File: src/rtl/fx3_packet_scheduler_pkg.sv
// Shared definitions for the FX3 packet scheduler: default sizing and state encodings.
package fx3_packet_scheduler_pkg;

  localparam int unsigned DEF_DATA_W       = 16;
  localparam int unsigned DEF_PACKET_WORDS = 8192;
  localparam int unsigned DEF_LEVEL_W      = 15;
  localparam int unsigned DEF_GAP_CYCLES   = 2;

  typedef enum logic [2:0] {
    IDLE      = 3'd0,
    WAIT_DATA = 3'd1,
    WAIT_FX3  = 3'd2,
    SEND      = 3'd3,
    GAP       = 3'd4
  } schedState_t;

  function automatic logic isBusyState(input schedState_t s);
    return (s == SEND) || (s == GAP);
  endfunction

endpackage

File: src/rtl/fx3_packet_scheduler.sv
// Streams fixed-size packets from the sample FIFO onto the FX3 GPIF-II slave bus
// once a full packet is buffered and the FX3 reports ready; tracks status for the host.
module fx3_packet_scheduler
  import fx3_packet_scheduler_pkg::*;
#(
  parameter int unsigned DATA_W       = DEF_DATA_W,
  parameter int unsigned PACKET_WORDS = DEF_PACKET_WORDS,
  parameter int unsigned LEVEL_W      = DEF_LEVEL_W,
  parameter int unsigned GAP_CYCLES   = DEF_GAP_CYCLES
) (
  input  logic               inclk,
  input  logic               reset,
  input  logic               captureEnable,
  input  logic [LEVEL_W-1:0] fifoLevel,
  input  logic               fifoFull,
  input  logic [DATA_W-1:0]  fifoData,
  output logic               fifoRead,
  input  logic               fx3Ready,
  output logic               fx3Write,
  output logic [DATA_W-1:0]  fx3Data,
  output logic               busy,
  output logic [31:0]        packetCount,
  output logic               overflowFlag,
  output logic               protocolError
);

  localparam int unsigned        CNT_W     = $clog2(PACKET_WORDS);
  localparam logic [LEVEL_W-1:0] PKT_LEVEL = LEVEL_W'(PACKET_WORDS);
  localparam logic [CNT_W-1:0]   LAST_BEAT = CNT_W'(PACKET_WORDS - 1);
  localparam logic [CNT_W-1:0]   LAST_GAP  = CNT_W'(GAP_CYCLES - 1);

  schedState_t      state, nextState;
  logic [CNT_W-1:0] beatCnt, nextCnt;
  logic             readyQ;
  logic             enableQ;
  logic             levelOk;
  logic             enableRise;
  logic             packetDone;

  assign levelOk    = fifoLevel >= PKT_LEVEL;
  assign enableRise = captureEnable & ~enableQ;
  assign packetDone = (state == SEND) && (beatCnt == LAST_BEAT);

  // Next-state logic; one counter serves as beat count in SEND and gap count in GAP.
  always_comb begin
    nextState = state;
    nextCnt   = '0;
    case (state)
      IDLE: begin
        if (captureEnable) nextState = WAIT_DATA;
      end
      WAIT_DATA: begin
        if (!captureEnable) nextState = IDLE;
        else if (levelOk)   nextState = WAIT_FX3;
      end
      WAIT_FX3: begin
        if (!captureEnable)         nextState = IDLE;
        else if (readyQ && levelOk) nextState = SEND;
      end
      SEND: begin
        if (beatCnt == LAST_BEAT) nextState = GAP;
        else                      nextCnt   = beatCnt + CNT_W'(1);
      end
      GAP: begin
        if (beatCnt == LAST_GAP) nextState = captureEnable ? WAIT_DATA : IDLE;
        else                     nextCnt   = beatCnt + CNT_W'(1);
      end
      default: nextState = IDLE;
    endcase
  end

  // State, counter and input flops; strobes are registered copies of the next-state decode.
  always_ff @(posedge inclk or posedge reset) begin
    if (reset) begin
      state    <= IDLE;
      beatCnt  <= '0;
      readyQ   <= 1'b0;
      enableQ  <= 1'b0;
      fifoRead <= 1'b0;
      busy     <= 1'b0;
    end else begin
      state    <= nextState;
      beatCnt  <= nextCnt;
      readyQ   <= fx3Ready;
      enableQ  <= captureEnable;
      fifoRead <= (nextState == SEND);
      busy     <= isBusyState(nextState);
    end
  end

  // GPIF pipeline: fx3Write is fifoRead delayed, and gates capture of the returned FIFO word.
  always_ff @(posedge inclk or posedge reset) begin
    if (reset) begin
      fx3Write <= 1'b0;
      fx3Data  <= '0;
    end else begin
      fx3Write <= fifoRead;
      if (fx3Write) fx3Data <= fifoData;
    end
  end

  // Status: packet counter and sticky flags (a set in the same cycle as a clear wins).
  always_ff @(posedge inclk or posedge reset) begin
    if (reset) begin
      packetCount   <= '0;
      overflowFlag  <= 1'b0;
      protocolError <= 1'b0;
    end else begin
      if (packetDone) packetCount <= packetCount + 32'd1;

      if (fifoFull && captureEnable) overflowFlag <= 1'b1;
      else if (enableRise)           overflowFlag <= 1'b0;

      if ((state == SEND) && !readyQ) protocolError <= 1'b1;
      else if (enableRise)            protocolError <= 1'b0;
    end
  end

endmodule

File: config.mk
export PLATFORM = sky130hd
export DESIGN_NAME = fx3_packet_scheduler
export DESIGN_NICKNAME = d
export VERILOG_FILES = /design/src/rtl/fx3_packet_scheduler_pkg.sv /design/src/rtl/fx3_packet_scheduler.sv
export SDC_FILE = /design/constraint.sdc
export NUM_CORES = 1
export LEC_CHECK = 0
export ABC_AREA = 0
export ABC_CLOCK_PERIOD_IN_PS = 3110
export BUFFER_PORTS_ARGS = -buffer_cell sky130_fd_sc_hd__clkbuf_2
export CORE_MARGIN = 2
export CORE_UTILIZATION = 55
export CTS_CLUSTER_DIAMETER = 80
export DETAILED_ROUTE_END_ITERATION = 8
export MAX_ROUTING_LAYER = met4
export PLACE_DENSITY_LB_ADDON = 0.12
export SLEW_MARGIN = 10
export SYNTH_ARGS = -nofsm -noshare
export SYNTH_HDL_FRONTEND = slang
export SYNTH_SLANG_ARGS = --single-unit
File: constraint.sdc
create_clock -name inclk -period 3.11 [get_ports inclk]
set_input_delay 0.311 -clock inclk [delete_from_list [all_inputs] [get_ports inclk]]
set_output_delay 0.311 -clock inclk [all_outputs]
set_load 0.02 [all_outputs]
==> parameters.txt <==
Parameter                              Value

Run
  Count of max-cap constraint violations    0

Die
  Die height    approximately 79 um
  Die area    between 6000 and 7000 sq um
  Effective utilization at floorplan    56.4%
  Row Count    27
  Top-Level Pins    89
  Core region area    ~5500 sq um
  Die Span X    78.9 um

Critical path
  Category of the most critical setup path    flop to flop
  Endpoint required time on the critical path    3320 ps
  Depth of the worst register-to-register path    6
  Worst endpoint data arrival time    2510 ps
  Endpoint kind of the worst setup timing path    flop
  Reg2reg end    packetCount[30]
  Slack of the worst reg-to-reg path    810 ps
  Critical R2R Launch    beatCnt[0]
  Maximum fanout encountered on the critical timing path    10
  Worst setup SP type    flop

CTS
  Number of gates resized after CTS    0
  CTS Hold Buffers Added    0
  Number of setup buffers added after CTS    0
  Root buffer selected by CTS    sky130_fd_sc_hd__clkbuf_8
  Clock tree from TritonCTS    done
  CTS clk-pin slew, worst paths    70 ps
  Clock buffer count from CTS    9
  Worst-case clock buffer depth    2
  Maximum level of the CTS H-tree    3
  Clk_lat worst skew    around 330 ps
  Clk sinks    71

Synth
  Syn Std Cell Area    3090 sq um
  FF+latch count, synth    between 70 and 80
  Synthesized netlist net count    between 200 and 300
  Count of mapped cells out of synthesis    260
  Number of enable flip-flop cells after synthesis    0
  Sequential element share of the synthesized area    57.5%
  Post-synth top area cell    sky130_fd_sc_hd__dfrtp_1
  Library cells used by synthesis    35
  Primary flip-flop cell chosen by synthesis mapping    sky130_fd_sc_hd__dfrtp_1
  Synth warnings    0
  Yosys top cell area share    57.5%
  Async set or reset register ratio after synthesis    100%
  Avg Cell Area, Syn    11.9 sq um
  Main area contributors after synthesis    sky130_fd_sc_hd__dfrtp_1 58%, sky130_fd_sc_hd__xnor2_1 9.6%, sky130_fd_sc_hd__mux2_2 5.8%

Cells and area
  Share of final-layout standard cells stronger than drive strength 1    33.6%
  Highest-count cells in the layout ignoring fill and taps    75 x sky130_fd_sc_hd__clkbuf_2, 71 x sky130_fd_sc_hd__dfrtp_1, 34 x sky130_fd_sc_hd__xnor2_1
  Most common library cell in the layout ignoring fill and taps    sky130_fd_sc_hd__clkbuf_2
  Post-route insts no fill    417
  Layout Area Growth over Synthesis    19.7%
  Number of nets in the final layout    382
  Post-layout utilization of the core    between 60% and 70%
  Ant diodes    0

Timing
  Count of endpoints failing hold in the final timing report    0
  Worst relative slew slack    55.4%
  Crit path setup slack, layout    between 800 and 900 ps
  Final setup violation count    0
  Setup tns final    0 ps
  RSZ-0062 raised after global routing    no
  Fin crit share    73.8%
  Shortest clock period the worst path allows after layout    2300 ps
  Worst Tran Pin Value    669 ps
  Final slew viol count    0
  Setup Skew    between 5 and 6 ps
  Fmax    435 MHz

Place
  Dpl hpwl    3990 um
  Final weighted congestion of routability-driven global placement    0.771
  Worst slack after detailed placement    between 800 and 900 ps
  IO buf count    75
  Number of placed cells counting well taps    404

Status
  Outcome    completed

Power
  Power per unit of standard cell area    438 nW/um^2
  Worst ir drop on vdd    approximately 280 uV
  Leakage power figure    approximately 0.0018 uW
  Total power draw    1620 uW

Global route
  Via count of the first global-routing pass    2013
  Largest net degree at the start of global routing    34
  Global route overflow    0
  GRT Overall Usage    between 10% and 20%
  First-pass GRT wire length    9320 um
  Initial antenna violation count    0

Routing
  Post-DRT Antenna Nets    0
  Average via count per standard cell    5.27
  Routed length per instance    approximately 13 um
  Detailed-routing iteration count for the pre-antenna-repair pass    4
  Remaining DRCs    0
  Routed via count    2196
  Iteration-0 DRC count of the detailed router    ~150
  Routed wire length    5560 um

Hold path
  Tightest Hold Check Type    input pin to asynchronous set/reset pin
## routing by layer
| metal | part of all wire [%] | up-vias | GRT usage (%) | wire [um] |
|---|---|---|---|---|
| li1 | - | 1063 | - | - |
| met3 | 5.0 | 9 | 4.77 | 277 |
| met1 | 51 | 1063 | 26.5 | 2810 |
| met5 | 0 | - | - | 0 |
| met4 | 1.4 | 0 | 8.28 | 80 |
| met2 | 43 | 61 | 29.2 | 2390 |
## metrics by stage
step                      instance area [sq um]  hold WS [ps]
after global placement                     3540           358
after floorplan                            3090           342
after CTS                                  3700          59.5
final                                      3700          49.2
after global routing                       3700          66.7
after detailed placement                   3540           376
## worst max-delay path, cell delays in order (launching register included)
cell                      delay (ps)
sky130_fd_sc_hd__dfrtp_1         410
sky130_fd_sc_hd__ha_1            250
sky130_fd_sc_hd__nand4_2         150
sky130_fd_sc_hd__or4_1           600
sky130_fd_sc_hd__nor3_4          430
sky130_fd_sc_hd__nand4_1         170
sky130_fd_sc_hd__xnor2_1         160
## power by group
part	switching, uW	total (uW)	internal, uW
Combinational	47.6	77.6	30.0
Sequential	6.30	944	938
Clock	303	599	295
## sequential cells by signal, indices dropped and copies added, names as in the netlist
name,cells
enableQ,1
beatCnt,13
busy,1
state,3
fx3Data,16
fifoRead,1
readyQ,1
fx3Write,1
protocolError,1
overflowFlag,1
packetCount,32
## cells in the mapped netlist, types with 2 or more instances
cell type / instances
sky130_fd_sc_hd__nand4b_1: 2
sky130_fd_sc_hd__nand4_2: 2
sky130_fd_sc_hd__dfrtp_1: 71
sky130_fd_sc_hd__xor2_1: 8
sky130_fd_sc_hd__nand4_1: 11
sky130_fd_sc_hd__nand3_1: 17
sky130_fd_sc_hd__o21ai_0: 3
sky130_fd_sc_hd__mux2_2: 16
sky130_fd_sc_hd__or2_2: 2
sky130_fd_sc_hd__nand3_2: 2
sky130_fd_sc_hd__ha_1: 3
sky130_fd_sc_hd__nor2_1: 23
sky130_fd_sc_hd__nor4_1: 3
sky130_fd_sc_hd__clkbuf_1: 4
sky130_fd_sc_hd__xnor2_1: 34
sky130_fd_sc_hd__and2_1: 3
sky130_fd_sc_hd__or4_1: 3
sky130_fd_sc_hd__nand3b_1: 2
sky130_fd_sc_hd__and4_1: 4
sky130_fd_sc_hd__inv_1: 4
sky130_fd_sc_hd__and3_1: 7
sky130_fd_sc_hd__nand2_1: 23
## how the worst max path moves through the flow
| stage | endpoint | depth (start not counted) | slack [ps] | start |
|---|---|---|---|---|
| floorplan | beatCnt[0] | 1 | 1000 | reset |
| global placement | packetCount[30] | 6 | 840 | beatCnt[0] |
| detailed placement | packetCount[30] | 6 | 830 | beatCnt[0] |
| CTS | packetCount[30] | 6 | 790 | beatCnt[0] |
| global route | packetCount[16] | 6 | 660 | beatCnt[0] |
| finish | packetCount[30] | 6 | 810 | beatCnt[0] |
## cell families after synthesis
logic type      Yosys count  synth area share [%]
xor+xnor                 42                  11.9
compound gates            6                  1.22
mux                      17                  6.16
buf+inv                  10                  1.50
flops                    71                  57.5
fa+ha+maj                 3                  1.22
simple gates            111                  20.5
## layout make-up
| type | instances | area, sq um |
|---|---|---|
| fill | 454 | 1780 |
| multi-input combinational | 179 | 1260 |
| tap | 72 | 90.1 |
| timing repair buffer | 78 | 398 |
| inverter | 4 | 15.0 |
| clock buffer | 11 | 141 |
| clock inverter | 2 | 10.0 |
| sequential | 71 | 1780 |
Note: power is estimated with default switching activity, not from simulation.
